File: config.mk
export PLATFORM = sky130hd
export DESIGN_NAME = arm_multicycle_controller
export DESIGN_NICKNAME = d
export VERILOG_FILES = /design/src/rtl/arm_multicycle_controller.sv
export SDC_FILE = /design/constraint.sdc
export NUM_CORES = 1
export LEC_CHECK = 0
export ABC_CLOCK_PERIOD_IN_PS = 2500
export BUFFER_PORTS_ARGS = -buffer_cell sky130_fd_sc_hd__buf_2
export CORE_UTILIZATION = 42
export CTS_CLUSTER_DIAMETER = 30
export DETAILED_ROUTE_END_ITERATION = 16
export GPL_ROUTABILITY_DRIVEN = 0
export PLACE_DENSITY = 0.79
export SYNTH_ARGS = -nofsm -noshare
export SYNTH_HDL_FRONTEND = slang
export SYNTH_SLANG_ARGS = --single-unit
File: constraint.sdc
create_clock -name clk -period 2.5 [get_ports clk]
set_clock_uncertainty 0.15 [all_clocks]
set_input_delay 0.5 -clock clk [delete_from_list [all_inputs] [get_ports clk]]
set_output_delay 0.5 -clock clk [all_outputs]
set_load 0.03 [all_outputs]
File: src/rtl/arm_multicycle_controller.sv
// Control unit for the multicycle ARM datapath: main sequencing FSM, ALU command
// decode, NZCV flag register and condition-code evaluation.
module arm_multicycle_controller #(
    parameter int STATE_W = 4
) (
    input  logic               clk,
    input  logic               reset,
    input  logic [19:0]        Instr,
    input  logic [3:0]         ALUFlags,
    output logic               PCWrite,
    output logic               MemWrite,
    output logic               RegWrite,
    output logic               IRWrite,
    output logic               AdrSrc,
    output logic [1:0]         ResultSrc,
    output logic               ALUSrcA,
    output logic [1:0]         ALUSrcB,
    output logic [1:0]         ImmSrc,
    output logic [1:0]         RegSrc,
    output logic [1:0]         ALUControl,
    output logic [3:0]         Flags,
    output logic [STATE_W-1:0] State
);

    typedef enum logic [STATE_W-1:0] {
        S_FETCH    = STATE_W'(0),
        S_DECODE   = STATE_W'(1),
        S_MEMADR   = STATE_W'(2),
        S_MEMRD    = STATE_W'(3),
        S_MEMWB    = STATE_W'(4),
        S_MEMWR    = STATE_W'(5),
        S_EXECUTER = STATE_W'(6),
        S_EXECUTEI = STATE_W'(7),
        S_ALUWB    = STATE_W'(8),
        S_BRANCH   = STATE_W'(9)
    } state_t;

    state_t      r_state;
    state_t      w_next;
    logic [3:0]  r_flags;

    logic [3:0]  w_cond;
    logic [1:0]  w_op;
    logic [5:0]  w_funct;
    logic [3:0]  w_cmd;
    logic        w_rd15;
    logic        w_unused;

    logic [1:0]  w_alu_ctl;
    logic        w_cmd_ok;
    logic        w_cv_upd;
    logic        w_condex;
    logic        w_n, w_z, w_c, w_v;
    logic        w_exec;

    assign w_cond   = Instr[19:16];
    assign w_op     = Instr[15:14];
    assign w_funct  = Instr[13:8];
    assign w_cmd    = w_funct[4:1];
    assign w_rd15   = (Instr[3:0] == 4'hF);
    assign w_unused = ^Instr[7:4];

    assign {w_n, w_z, w_c, w_v} = r_flags;
    assign w_exec = (r_state == S_EXECUTER) || (r_state == S_EXECUTEI);

    // Unrecognised commands still flow through ALUWB but never write the register file.
    always_comb begin
        w_alu_ctl = 2'b00;
        w_cmd_ok  = 1'b1;
        w_cv_upd  = 1'b0;
        case (w_cmd)
            4'b0100: begin w_alu_ctl = 2'b00; w_cv_upd = 1'b1; end
            4'b0010: begin w_alu_ctl = 2'b01; w_cv_upd = 1'b1; end
            4'b1010: begin w_alu_ctl = 2'b01; w_cv_upd = 1'b1; end
            4'b0000: w_alu_ctl = 2'b10;
            4'b1100: w_alu_ctl = 2'b11;
            default: w_cmd_ok = 1'b0;
        endcase
    end

    always_comb begin
        w_condex = 1'b0;
        case (w_cond)
            4'h0: w_condex = w_z;
            4'h1: w_condex = ~w_z;
            4'h2: w_condex = w_c;
            4'h3: w_condex = ~w_c;
            4'h4: w_condex = w_n;
            4'h5: w_condex = ~w_n;
            4'h6: w_condex = w_v;
            4'h7: w_condex = ~w_v;
            4'h8: w_condex = w_c & ~w_z;
            4'h9: w_condex = ~(w_c & ~w_z);
            4'hA: w_condex = (w_n == w_v);
            4'hB: w_condex = (w_n != w_v);
            4'hC: w_condex = ~w_z & (w_n == w_v);
            4'hD: w_condex = w_z | (w_n != w_v);
            4'hE: w_condex = 1'b1;
            default: w_condex = 1'b0;
        endcase
    end

    always_ff @(posedge clk or negedge reset) begin
        if (!reset) r_state <= S_FETCH;
        else        r_state <= w_next;
    end

    // C/V only follow the ALU for arithmetic commands; logical ops leave them alone.
    always_ff @(posedge clk or negedge reset) begin
        if (!reset) begin
            r_flags <= 4'b0000;
        end else if (w_exec && w_funct[0]) begin
            r_flags[3:2] <= ALUFlags[3:2];
            if (w_cv_upd) r_flags[1:0] <= ALUFlags[1:0];
        end
    end

    always_comb begin
        w_next     = S_FETCH;
        PCWrite    = 1'b0;
        MemWrite   = 1'b0;
        RegWrite   = 1'b0;
        IRWrite    = 1'b0;
        AdrSrc     = 1'b0;
        ResultSrc  = 2'b00;
        ALUSrcA    = 1'b0;
        ALUSrcB    = 2'b00;
        ALUControl = 2'b00;
        case (r_state)
            S_FETCH: begin
                IRWrite   = 1'b1;
                ALUSrcA   = 1'b1;
                ALUSrcB   = 2'b10;
                ResultSrc = 2'b10;
                PCWrite   = 1'b1;
                w_next    = S_DECODE;
            end
            S_DECODE: begin
                ALUSrcA   = 1'b1;
                ALUSrcB   = 2'b10;
                ResultSrc = 2'b10;
                if (!w_condex)           w_next = S_FETCH;
                else if (w_op == 2'b01)  w_next = S_MEMADR;
                else if (w_op == 2'b00)  w_next = w_funct[5] ? S_EXECUTEI : S_EXECUTER;
                else if (w_op == 2'b10)  w_next = S_BRANCH;
                else                     w_next = S_FETCH;
            end
            S_MEMADR: begin
                ALUSrcB = 2'b01;
                w_next  = w_funct[0] ? S_MEMRD : S_MEMWR;
            end
            S_MEMRD: begin
                AdrSrc = 1'b1;
                w_next = S_MEMWB;
            end
            S_MEMWB: begin
                ResultSrc = 2'b01;
                RegWrite  = 1'b1;
                PCWrite   = w_rd15;
            end
            S_MEMWR: begin
                AdrSrc   = 1'b1;
                MemWrite = 1'b1;
            end
            S_EXECUTER, S_EXECUTEI: begin
                ALUSrcB    = (r_state == S_EXECUTEI) ? 2'b01 : 2'b00;
                ALUControl = w_alu_ctl;
                w_next     = (w_cmd == 4'b1010) ? S_FETCH : S_ALUWB;
            end
            S_ALUWB: begin
                RegWrite = w_cmd_ok;
                PCWrite  = w_rd15;
            end
            S_BRANCH: begin
                ALUSrcB   = 2'b01;
                ResultSrc = 2'b10;
                PCWrite   = 1'b1;
            end
            default: w_next = S_FETCH;
        endcase
    end

    assign ImmSrc = w_op;
    assign RegSrc = {(w_op == 2'b01), (w_op == 2'b10)};
    assign Flags  = r_flags;
    assign State  = r_state;

endmodule
[Word-level counts from Yosys, hierarchy flattened]
Index checks and enable logic that the tools add are counted.
Storage, ports and cells
  logic and storage cells: 82
  output and inout port bits: 24
  flip-flop bits (word level): 8
Cells by class
  reduce and logical (&&, ||, !) cells: 17
  bitwise gates (word level): 8
  equal/unequal tests: 32
  muxes and demuxes: 22
Operators by type and width (count)
  4-bit equality test (second input constant): 12
  4-bit by 3-bit equality test with 1-bit output (second input constant): 9
  4-bit by 2-bit equality test with 1-bit output (second input constant): 5
  4-bit two-way mux: 5
  4-bit one-hot mux with 5 select lines: 1
  1-bit one-hot mux with 15 select lines: 1
  2-bit OR reduction: 7
  4-bit zero test: 3
  2-bit one-hot mux with 3 select lines: 2
  4-bit by 1-bit equality test with 1-bit output (second input constant): 2
  1-bit two-way mux: 8
  3-bit OR reduction: 2
  1-bit inverter: 5
  5-bit OR reduction: 1
  1-bit one-hot mux with 2 select lines: 2
  2-bit one-hot mux with 2 select lines: 1
  3-bit two-way mux: 1
  1-bit bitwise AND: 2
  2-bit by 1-bit equality test with 1-bit output (second input constant): 1
  2-bit equality test (second input constant): 1
  2-bit zero test: 1
  2-bit two-way mux: 1
  2-bit AND reduction: 1
  1-bit equality test: 1
  other kinds (4): 4

[Longest topological paths before layout]
  word-level depth: 6
  depth in mapped cells: 6
  mapped depth without buffers: 5

[Least setup slack after synthesis]
Ideal clock, no wire load.
  kind: reg-to-output
  start: register r_state[0], in the netlist State[0]
  end: output port PCWrite
  cell stages (with the launch flop): 6
  data required time: 1850 ps
  buffers on the path: 1
  arrival time: 2689 ps
  slack: -839 ps
  path through: dfrtp_1 clkbuf_1 inv_1 a21oi_1 a41oi_1 a2111oi_0
Between the ends
  longest elaborated chain between the ends: 3
  elaborated cells on any way between the ends: 7
Ends and longest elaborated chain
  from (decl): line 38  | state_t r_state;
  from (signal assigned): line 105  | else r_state <= w_next;
  4-bit equality test, or another cell as far along: line 129  | case (r_state)
  2-bit OR reduction (no line)
  1-bit one-hot mux with 2 select lines (*): line 129
  to (decl): line 10  | output logic PCWrite,
Mark *: on every way between the ends. The rest lies on a longest branch, timed or not.

[Final worst setup path]
  start: register r_state[3], in the netlist State[3]
  end: output port PCWrite
The elaborated chain is that of the path after synthesis.

==> impl_results.md <==
- Vias in the first global route: approximately 720
- CTS tree: built
- Vias: 906
- Worst Path Arrival: about 1600 ps
- HP Class: in2reg
- Drc violations: 0
- YS warnings: 0
- Max Buffers Root-to-Sink: 2
- Sequential element share of the synthesized area: 0.2512
- Sequential share of power: 0.229
- Detailed Route WL: between 2000 and 2500 µm
- Slew @ Worst Pin: between 300 and 400 ps
- CP endpoint kind: output pin
- Worst Path Max Fanout: 11
- RSZ-0062 raised after global routing: no
- Final worst-path cycle share: 0.9167
- Setup tns final: 0 ps
- Post-synthesis net count: 122
- Worst setup margin: approximately 210 ps
- Fraction of registers with async set or reset after synthesis: 1.000
- #FFs+latches synth: 8
- Setup bufs post-CTS: 0
- Share of post-route cells with drive strength above 1: 0.4599
- Post-Synthesis Cells: 96
- Post-synth top flop: dfrtp_1
- Area leader, netlist: dfrtp_1
- Net Switching: 560.9 µW
- Synthesis-to-finish area growth: 33.75%
- Internal Dissipation: 450.7 µW
- Placed cell count: between 150 and 200
- # IOs: 50
- IO Port Bufs: 45
- Outcome: finished, final reports clean
- Area contributors post-synth: dfrtp_1 (25%), mux2_2 (5.7%), xor2_1 (4.4%)
- Cell Rows: 15
- Antenna violations before repair: 0
- Post-synth EDFFs: 0
- Drt first pass iters: 4
- TritonCTS buffer count: 3
- Synth Area per Inst: between 8 and 9 µm²
- Die Y: 45.56 µm
- Initial Utilization: 0.4566
- Fill count: approximately 150
- Cell Area, Synth: about 800 µm²
- Routed len/inst: approximately 13 µm
- Worst-Skew Late Latency: ~250 ps
- Final Hold Viols: 0
- Global-route wire length before repair: between 3000 and 4000 µm
- # clock sinks: 8
- Max-capacitance violation count: 0
- Clock share of power: 0.096
- # setup viols final: 0
- Via density: between 5 and 6
- Critical path data required time: around 1900 ps
- Place WS: 406.5 ps
- Grt ovf: 0
- HPWL Detailed: approximately 1500 µm
- Count of pins over their slew limit: 0
- VDD IR max: around 0.00059 V
- Area of the multi-input gates: approximately 550 µm²
- Post-synth top area share: 0.2512
- Clock slew at reported path FFs: roughly 50 ps
- F_max: 0.4364 GHz
- Routed Antenna Nets: 0
- Yosys cell types: 43
- Largest net degree at the start of global routing: 13
- Die width: approximately 46 µm
- Nets: 165
- H-tree depth: 1
- Total GRT Usage: 0.2078
- Final cell count without fillers: 162
- Post-layout min period: 2292 ps
- Leakage: around 0.52 nW
- Startpoint Class: flip-flop
- CP Class: reg2out
- Starting DRC count in detailed routing: 11
- Pwr Density: between 900 and 1000 mW/mm²
- Register Area: between 200 and 250 µm²
- Logic pwr share: 0.675
- Ant diodes: 0
- Relative max-transition margin: 0.7446
- Final Util: 0.6108
- Root Buffer: clkbuf_4
- Sw frac: 0.5545
- Die area: ~0.0021 mm²
- Core area: roughly 0.0017 mm²
## power by group through the flow
| stage | logic [mW] | registers (mW) | clock network [mW] |
|---|---|---|---|
| after global routing | 0.730 | 0.240 | 0.108 |
| after detailed placement | 0.677 | 0.232 | 0 |
| after floorplan | 0.475 | 0.266 | 0 |
| after global placement | 0.664 | 0.230 | 0 |
| after CTS | 0.681 | 0.230 | 0.0999 |
| final | 0.683 | 0.232 | 0.0972 |
## cells by family (layout without fill, tap and decap cells)
group                     count (synthesis)  in the layout  share of synthesized area
AOI/OAI and AO/OA                        24             24                     0.2276
buffers and inverters                    13             54                    0.07691
muxes                                     5              5                    0.06907
DFF                                       8              8                     0.2512
and+or+nand+nor                          41             41                     0.3203
xor gates and xnor gates                  5              5                    0.05494
## layout by cell type, fill, tap and decap left out, drive strengths merged, types with 2 or more instances in the layout
cell type  count
buf           46
nand3          2
nand2          2
a21oi          3
clkbuf         3
mux2           4
nor3           4
dfrtp          8
nor2           7
o22ai          3
or4            2
nor2b          4
inv            4
nand4          2
a21o           2
nand3b         3
xor2           4
nand2b         6
o21ai          4
a31o           2
## path summary, 6_finish.rpt
path                                           start                   end  slack [ps]  cells after the start
worst max-delay path              State[3]$_DFF_PN0_               PCWrite         210                      4
worst min-delay path                     ALUFlags[2]  Flags[2]$_DFFE_PN0P_         330                      2
worst max register to register  Flags[0]$_DFFE_PN0P_    State[1]$_DFF_PN0_         540                      5
worst min register to register  Flags[2]$_DFFE_PN0P_  Flags[2]$_DFFE_PN0P_         440                      1
max in group asynchronous                      reset    State[2]$_DFF_PN0_        1500                      2
min in group asynchronous                      reset    State[3]$_DFF_PN0_         520                      2
## repair_timing
| item | 4_1_cts | 5_1_grt |
|---|---|---|
| setup endpoints to repair | 0 | 1 |
| hold buffers | 1 | 0 |
| hold endpoints to repair | 8 | 0 |
| gates resized for setup | 0 | 1 |
## worst max-delay path, stage by stage, from the launching register on
cell and delay (ps):
dfrtp_1 490, a21oi_1 220, a41oi_1 80, a2111oi_2 350, buf_2 250
## area by class of cell
type,instances,area share
sequential,8,0.1890
tap,25,0.02934
multi-input combinational,75,0.5188
timing repair buffer,47,0.2277
inverter,4,0.01408
clock buffer,3,0.02113
## through the flow
step	instance area [µm²]	power [mW]	hold WS, ps
2_1_floorplan	814.5	0.7411	54.41
3_3_place_gp	1032	0.8940	193.6
4_1_cts	1065	1.011	321.9
6_report	1066	1.012	330.3
3_5_place_dp	1032	0.9093	197.6
5_1_grt	1066	1.078	322.2
## per-layer routing
layer | vias to the layer above | GRT usage | share of wire
met1 | 431 | 0.2438 | 0.42
met4 | 0 | 0.09091 | 0.0064
met3 | 2 | 0.03571 | 0.049
met5 | - | 0 | 0
met2 | 32 | 0.3657 | 0.52
li1 | 441 | - | -
## cells in the mapped netlist (2+ instances only)
| cell type | instances |
|---|---|
| dfrtp_1 | 8 |
| nor2_1 | 7 |
| clkbuf_1 | 5 |
| nand2b_1 | 5 |
| inv_1 | 4 |
| mux2_2 | 4 |
| nor2b_1 | 4 |
| nor3_1 | 4 |
| o21ai_0 | 4 |
| xor2_1 | 4 |
| a21oi_1 | 3 |
| buf_4 | 3 |
| nand3b_1 | 3 |
| o22ai_1 | 3 |
| a21o_1 | 2 |
| a31o_2 | 2 |
| nand2_1 | 2 |
| nand3_1 | 2 |
| nand4_1 | 2 |
| or4_1 | 2 |
## state kept, by name (all words and copies together) (netlist names)
register  count
State         4
Flags         4
(Power assumes the default switching activity.)
